`config.mk`:
```
export PLATFORM = sky130hd
export DESIGN_NAME = ps2_rx_ctrl
export DESIGN_NICKNAME = d
export VERILOG_FILES = /design/src/rtl/ps2_rx_ctrl.sv
export SDC_FILE = /design/constraint.sdc
export NUM_CORES = 1
export LEC_CHECK = 0
export CAP_MARGIN = 20
export CORE_MARGIN = 4
export CORE_UTILIZATION = 57
export DETAILED_ROUTE_END_ITERATION = 10
export GPL_TIMING_DRIVEN = 1
export PLACE_DENSITY = 0.84
export SLEW_MARGIN = 25
export SYNTH_ARGS = -nofsm -noshare
export SYNTH_HDL_FRONTEND = slang
export SYNTH_SLANG_ARGS = --single-unit
```
`constraint.sdc`:
```
create_clock -name clk -period 1.8 [get_ports clk]
set_input_delay 0.18 -clock clk [delete_from_list [all_inputs] [get_ports clk]]
set_output_delay 0.18 -clock clk [all_outputs]
set_load 0.005 [all_outputs]
```
`src/rtl/ps2_rx_ctrl.sv`:
```
// PS/2 keyboard receiver: synchronises kb_clk/kb_data, frames 11-bit packets, folds E0/F0 prefixes
// into key events behind a one-entry valid/ready buffer. Define PS2_RX_PARITY_CHECK_EN to reject bad parity.
module ps2_rx_ctrl #(
  parameter int unsigned TIMEOUT_CYCLES = 5000,
  parameter logic [7:0]  JUMP_CODE      = 8'h29,
  parameter logic [7:0]  DUCK_CODE      = 8'h72
) (
  input  logic       clk,
  input  logic       rst,
  input  logic       kb_clk,
  input  logic       kb_data,
  output logic       evt_valid,
  input  logic       evt_ready,
  output logic [7:0] evt_code,
  output logic       evt_break,
  output logic       evt_ext,
  output logic       jump,
  output logic       duck,
  output logic       err_frame,
  output logic       err_ovf
);

  localparam int unsigned CW = $clog2(TIMEOUT_CYCLES + 1);
`ifdef PS2_RX_PARITY_CHECK_EN
  localparam bit PAR_CHK = 1'b1;
`else
  localparam bit PAR_CHK = 1'b0;
`endif

  typedef enum logic [1:0] {IDLE, DATA, PARITY, STOP} state_t;

  state_t          state, state_next;
  logic            clk_s1, clk_s2, clk_d, dat_s1, dat_s2;
  logic            fall;
  logic [2:0]      bit_cnt;
  logic [7:0]      shreg;
  logic            par_bit;
  logic [CW-1:0]   cnt;
  logic            shift_en, bit_clr, par_en, frame_good, frame_bad, timeout_hit, parity_ok;
  logic            byte_rdy, bad_q;
  logic [7:0]      byte_q;
  logic            ext_f, brk_f;

  always_ff @(posedge clk or negedge rst) begin
    if (!rst) begin
      clk_s1 <= 1'b0;
      clk_s2 <= 1'b0;
      clk_d  <= 1'b0;
      dat_s1 <= 1'b0;
      dat_s2 <= 1'b0;
    end else begin
      clk_s1 <= kb_clk;
      clk_s2 <= clk_s1;
      clk_d  <= clk_s2;
      dat_s1 <= kb_data;
      dat_s2 <= dat_s1;
    end
  end

  assign fall      = clk_d & ~clk_s2;
  assign parity_ok = ^{shreg, par_bit};

  always_ff @(posedge clk or negedge rst) begin
    if (!rst) state <= IDLE;
    else      state <= state_next;
  end

  always_comb begin
    state_next  = state;
    shift_en    = 1'b0;
    bit_clr     = 1'b0;
    par_en      = 1'b0;
    frame_good  = 1'b0;
    frame_bad   = 1'b0;
    timeout_hit = (state != IDLE) && !fall && (cnt == CW'(TIMEOUT_CYCLES));
    case (state)
      IDLE: if (fall) begin
        if (!dat_s2) begin
          state_next = DATA;
          bit_clr    = 1'b1;
        end else begin
          frame_bad = 1'b1;
        end
      end
      DATA: if (fall) begin
        shift_en = 1'b1;
        if (bit_cnt == 3'd7) state_next = PARITY;
      end
      PARITY: if (fall) begin
        par_en     = 1'b1;
        state_next = STOP;
      end
      STOP: if (fall) begin
        state_next = IDLE;
        if (dat_s2 && (parity_ok || !PAR_CHK)) frame_good = 1'b1;
        else                                  frame_bad  = 1'b1;
      end
      default: state_next = IDLE;
    endcase
    if (timeout_hit) state_next = IDLE;
  end

  always_ff @(posedge clk or negedge rst) begin
    if (!rst) begin
      bit_cnt  <= '0;
      shreg    <= '0;
      par_bit  <= 1'b0;
      cnt      <= '0;
      byte_rdy <= 1'b0;
      byte_q   <= '0;
      bad_q    <= 1'b0;
    end else begin
      if (bit_clr)       bit_cnt <= '0;
      else if (shift_en) bit_cnt <= bit_cnt + 3'd1;
      if (shift_en) shreg   <= {dat_s2, shreg[7:1]};
      if (par_en)   par_bit <= dat_s2;
      if (fall || state == IDLE)        cnt <= '0;
      else if (cnt != CW'(TIMEOUT_CYCLES)) cnt <= cnt + 1'b1;
      byte_rdy <= frame_good;
      bad_q    <= frame_bad;
      if (frame_good) byte_q <= shreg;
    end
  end

  // Decoder and output stage run one cycle behind framing so all outputs move together.
  always_ff @(posedge clk or negedge rst) begin
    if (!rst) begin
      ext_f     <= 1'b0;
      brk_f     <= 1'b0;
      evt_valid <= 1'b0;
      evt_code  <= '0;
      evt_break <= 1'b0;
      evt_ext   <= 1'b0;
      jump      <= 1'b0;
      duck      <= 1'b0;
      err_frame <= 1'b0;
      err_ovf   <= 1'b0;
    end else begin
      err_frame <= bad_q | timeout_hit;
      err_ovf   <= 1'b0;
      if (timeout_hit) begin
        ext_f <= 1'b0;
        brk_f <= 1'b0;
      end
      if (evt_valid && evt_ready) evt_valid <= 1'b0;
      if (byte_rdy) begin
        if (byte_q == 8'hE0) begin
          ext_f <= 1'b1;
        end else if (byte_q == 8'hF0) begin
          brk_f <= 1'b1;
        end else begin
          ext_f <= 1'b0;
          brk_f <= 1'b0;
          if (byte_q == JUMP_CODE && !ext_f) jump <= !brk_f;
          if (byte_q == DUCK_CODE &&  ext_f) duck <= !brk_f;
          if (!evt_valid || evt_ready) begin
            evt_valid <= 1'b1;
            evt_code  <= byte_q;
            evt_break <= brk_f;
            evt_ext   <= ext_f;
          end else begin
            err_ovf <= 1'b1;
          end
        end
      end
    end
  end

endmodule

```
# Yosys cells after proc, flatten, opt, wreduce, memory -nomap -nowiden
# Index checks and enable logic that the tools add are counted.
[word_totals]
ff_bits = 58
out_inout_bits = 15
word_cells = 102
[op_classes]
n_addsub = 2
n_eq_ne = 16
n_mux = 38
bitwise_logic = 5
n_reduce_logical = 19
[ops]
columns = ["operator", "n"]
rows = [
  ["$mux W13", 2],
  ["$mux W1", 25],
  ["$ne A3 B3 Y1 const B", 6],
  ["$eq A8 B8 Y1 const B", 2],
  ["$mux W2", 7],
  ["$add A13 B1 Y13 const B", 1],
  ["$eq A13 B13 Y1 const B", 1],
  ["$ne A13 B13 Y1 const B", 1],
  ["$reduce_and A4 Y1", 3],
  ["$eq A8 B6 Y1 const B", 1],
  ["$eq A8 B7 Y1 const B", 1],
  ["$pmux W2 S4", 1],
  ["$mux W3", 2],
  ["$reduce_and A6 Y1", 1],
  ["$reduce_bool A2 Y1", 3],
  ["$logic_and A1 B1 Y1", 5],
  ["$eq A2 B2 Y1 const B", 2],
  ["$logic_not A1 Y1", 4],
  ["$add A3 B1 Y3 const B", 1],
  ["$eq A3 B3 Y1 const B", 1],
  ["$not A1 Y1", 3],
  ["$eq A2 B1 Y1 const B", 1],
  ["$logic_not A2 Y1", 1],
  ["$logic_or A1 B1 Y1", 2],
  ["3 further kinds", 3],
]

# Depth between registers and ports, before layout
[depth]
depth_word = 9
depth_mapped = 7
mapped_depth_nobuf = 7

# Worst setup path after synthesis
# No wires, ideal clock.
[synth_timing]
kind = "reg2reg"
start = "register byte_q[0]"
end = "register evt_break"
setup_ns = 0.125
arrival_ns = 1.575
setup_slack_ns = 0.100
stages_incl_launch_ff = 5
path_buffers = 0
synth_period_minus_slack_ns = 1.700
cell_sequence = "dfrtp_1 -> or4b_4 -> o21a_4 -> nand2_8 -> mux2_4"
[synth_between]
elab_chain_len = 3
word_cells_on_any_way = 5
cone_classes = "2 x eq/ne; 2 x bitwise; 1 x reduce/logical"
[synth_lines]
columns = ["element", "line_no", "text"]
rows = [
  ["from (decl)", "41", "logic [7:0] byte_q;"],
  ["from (signal assigned)", "121", "if (frame_good) byte_q <= shreg;"],
  ["$eq A8 B8 Y1, on equally long branches", "149, 147", ""],
  ["$not A1 Y1 (no line)", "n/a", ""],
  ["$reduce_and A4 Y1 (no line) (*)", "n/a", ""],
  ["to (signal assigned)", "159", "evt_break <= brk_f;"],
  ["to (decl)", "15", "output logic evt_break,"],
]
# Every way passes the cells marked *; elsewhere a longest branch is shown, timed or not.
# A chain may end at the register's enable or synchronous reset.

# Final worst setup path
[layout_timing]
start = "register byte_q[0]"
end = "register evt_code[2]"
[layout_between]
elab_chain_len = 3
word_cells_on_any_way = 5
cone_classes = "2 x eq/ne; 2 x bitwise; 1 x reduce/logical"
[layout_lines]
columns = ["element", "line_no", "text"]
rows = [
  ["$eq A8 B8 Y1, on equally long branches", "149, 147", ""],
  ["$not A1 Y1 (no line)", "n/a", ""],
  ["$reduce_and A4 Y1 (no line) (*)", "n/a", ""],
  ["to (signal assigned)", "158", "evt_code <= byte_q;"],
  ["to (decl)", "14", "output logic [7:0] evt_code,"],
]
# Marked as above.

==> impl_metrics.tcl <==
set metrics [dict create \
    cts.sinks 58 \
    finalSetupTns_ns 0 \
    syn_nets 215 \
    start_util_pct 58.7 \
    synthFlopType "dfrtp_1" \
    skew_ns 0.00724 \
    die_area_um2 5590 \
    via_count 1630 \
    dpl.hpwl_um 3260 \
    r2r_cells 4 \
    cts_tree "done" \
    grt_pass1_vias 1652 \
    path_clk_slew_ns 0.06 \
    synth-async-reset-ratio_pct 100 \
    gp_congestion 0.822 \
    drv_slew 0 \
    p_leak_nw 1.45 \
    grt.total_usage_pct 18.7 \
    first_iter_violations 80 \
    hold_path_end "clk_s1" \
    die_h_um 74.7 \
    cp-end-kind "flop" \
    syn_area_per_cell_um2 12.6 \
    cp-start-kind "flop" \
    dieWidth_um 74.7 \
    cts_buffer_depth 2 \
    whs_path_depth 1 \
    synth_cell_type_count 36 \
    powerDensity_nw_per_um2 1080 \
    maxCapViolCount 0 \
    ir_worst_vdd_uv 512 \
    yosysTopAreaCell "dfrtp_1" \
    r2r_end "evt_code[2]" \
    clock_latency_ns 0.33 \
    core_area_um2 4320 \
    synth_commonest_cells "dfrtp_1 (58), nor2_1 (21), mux2_2 (16)" \
    max_slew_margin_pct 65.5 \
    portBuffers 19 \
    cts-root-buf "clkbuf_8" \
    synth_most_common_cell "dfrtp_1" \
    numCtsBuffers 9 \
    num_rows 24 \
    grt_setup_unrepaired "true" \
    pin_count 20 \
    yosysWarnings 0 \
    cp_max_fo 5 \
    ys_seq_area_share_pct 57.2 \
    min_period_over_period_pct 97.2 \
    wl_um 4670 \
    critPathKind "flop to flop" \
    r2r_slack_ns 0.05 \
    wire_per_inst_um 15.8 \
    drt_pass1_iterations 4 \
    nFillCells 292 \
    fin_crit_ns 1.75 \
    antenna_found_initial 0 \
    critPathRequiredTime_ns 2.01 \
    antenna_cells 0 \
    grt-ovfl-total 0 \
    whs_ns 0.289 \
    r2r-start "byte_q[0]" \
    drcViolationCount 0 \
    max_freq_ghz 0.571 \
    crit_arrival_ns 1.96 \
    ant_nets 0 \
    worst_slew_pin_slew_ns 0.513 \
    setup-violations-final 0 \
    grt_pass1_wl_um 7620 \
    drive_gt1_share_pct 23.5 \
    synth.ff_latch_count 58 \
    status "finished clean" \
    hold_viol 0 \
    synth_edf_count 0 \
    netlist.area_leader.share_pct 57.2 \
    ys_top_cells_by_area "dfrtp_1 (57%), mux2_2 (7.1%), mux2_4 (5.9%)" \
    grt_max_degree 41 \
    mappedNetlistArea_um2 2540 \
    hp-start "kb_clk" \
    worstHoldPathType "input pin to flop" \
    h-tree-depth 3 \
    syn-instance-count 202 \
    fin_nets 252 \
    routed_via_density 5.53 \
    syn2layout_area_growth_pct 20.5 \
]
[cells in the final DEF, fill, tap and decap left out, types with 5 or more instances in the layout]
| cell | count |
|---|---|
| xor2_1 | 5 |
| a21oi_1 | 7 |
| mux2_2 | 16 |
| o21ai_0 | 6 |
| clkdlybuf4s50_1 | 18 |
| mux2_4 | 10 |
| nand3_1 | 11 |
| clkbuf_8 | 11 |
| ha_1 | 8 |
| buf_4 | 6 |
| dfrtp_1 | 58 |
| nand2_1 | 9 |
| xnor2_1 | 6 |
| nor2_1 | 21 |
| inv_1 | 8 |
[cell type report]
cell class	count	area, µm²	share of cell area, %
Tap cell	52	65.1	2.13
Clock inverter	3	15.0	0.491
Multi-Input combinational cell	135	1080	35.4
Clock buffer	12	155	5.07
Inverter	8	30.0	0.982
Timing Repair Buffer	27	260	8.51
Sequential cell	58	1450	47.5
[power by group]
| part | internal, mW | total, mW | switching (mW) |
|---|---|---|---|
| Sequential | 1.48 | 1.64 | 0.162 |
| Clock | 0.559 | 1.02 | 0.463 |
| Combinational | 0.318 | 0.652 | 0.334 |
| Total | 2.36 | 3.32 | 0.960 |
[how the worst max path moves through the flow]
stage	start	end	cells after the start	slack, ns
6_report	byte_q[0]	evt_code[2]	4	0.05
5_1_grt	byte_q[0]	evt_code[4]	4	0.005
4_1_cts	byte_q[0]	evt_code[4]	4	0.03
3_5_place_dp	byte_q[0]	evt_code[2]	4	0.04
3_3_place_gp	byte_q[0]	evt_code[0]	4	0.1
2_1_floorplan	byte_q[0]	evt_break	4	0.10
[worst max-delay path, stage by stage, from the launching register on]
cell	delay [ns]
dfrtp_1	0.38
or4b_4	0.57
o21a_4	0.26
nand2_8	0.11
mux2_4	0.30
[state kept, by name (all words and copies together), names as in the netlist, 2 cells and up]
register and cells:
evt_code 8, state 2, byte_q 8, cnt 13, bit_cnt 3, shreg 8
[stage by stage]
stage / util [%] / std cells / worst slack [ns] / total power [mW] / cell area, µm²
3_3_place_gp: 65.8 / 278 / 0.0997 / 2.25 / 2850
3_5_place_dp: 65.8 / 278 / 0.0425 / 2.30 / 2850
5_1_grt: 70.7 / 295 / 0.00474 / 3.52 / 3060
2_1_floorplan: - / 202 / 0.100 / 2.05 / 2540
4_1_cts: 70.0 / 294 / 0.0285 / 3.35 / 3030
6_report: 70.7 / 295 / 0.0496 / 3.32 / 3060
[cell families after synthesis]
group	synth area share, %
compound gates	4.14
mux	13.8
xor+xnor	3.79
simple gates	15.6
fa+ha+maj	3.94
flops	57.2
buf+inv	1.53
[per-layer routing]
layer | GRT usage [%] | wire length, µm
met5 | 0 | 0
met4 | 9.68 | 97
met3 | 6.54 | 254
met2 | 29.5 | 2240
met1 | 22.6 | 2080
[what timing repair did]
item | 4_1_cts | 5_1_grt
buffers inserted | 0 | 0
hold buffers | 1 | 0
hold endpoints to repair | 18 | 0
endpoints found under the setup margin | 0 | 12
resized for setup | 0 | 3
Power figures use the tool's default switching activity.
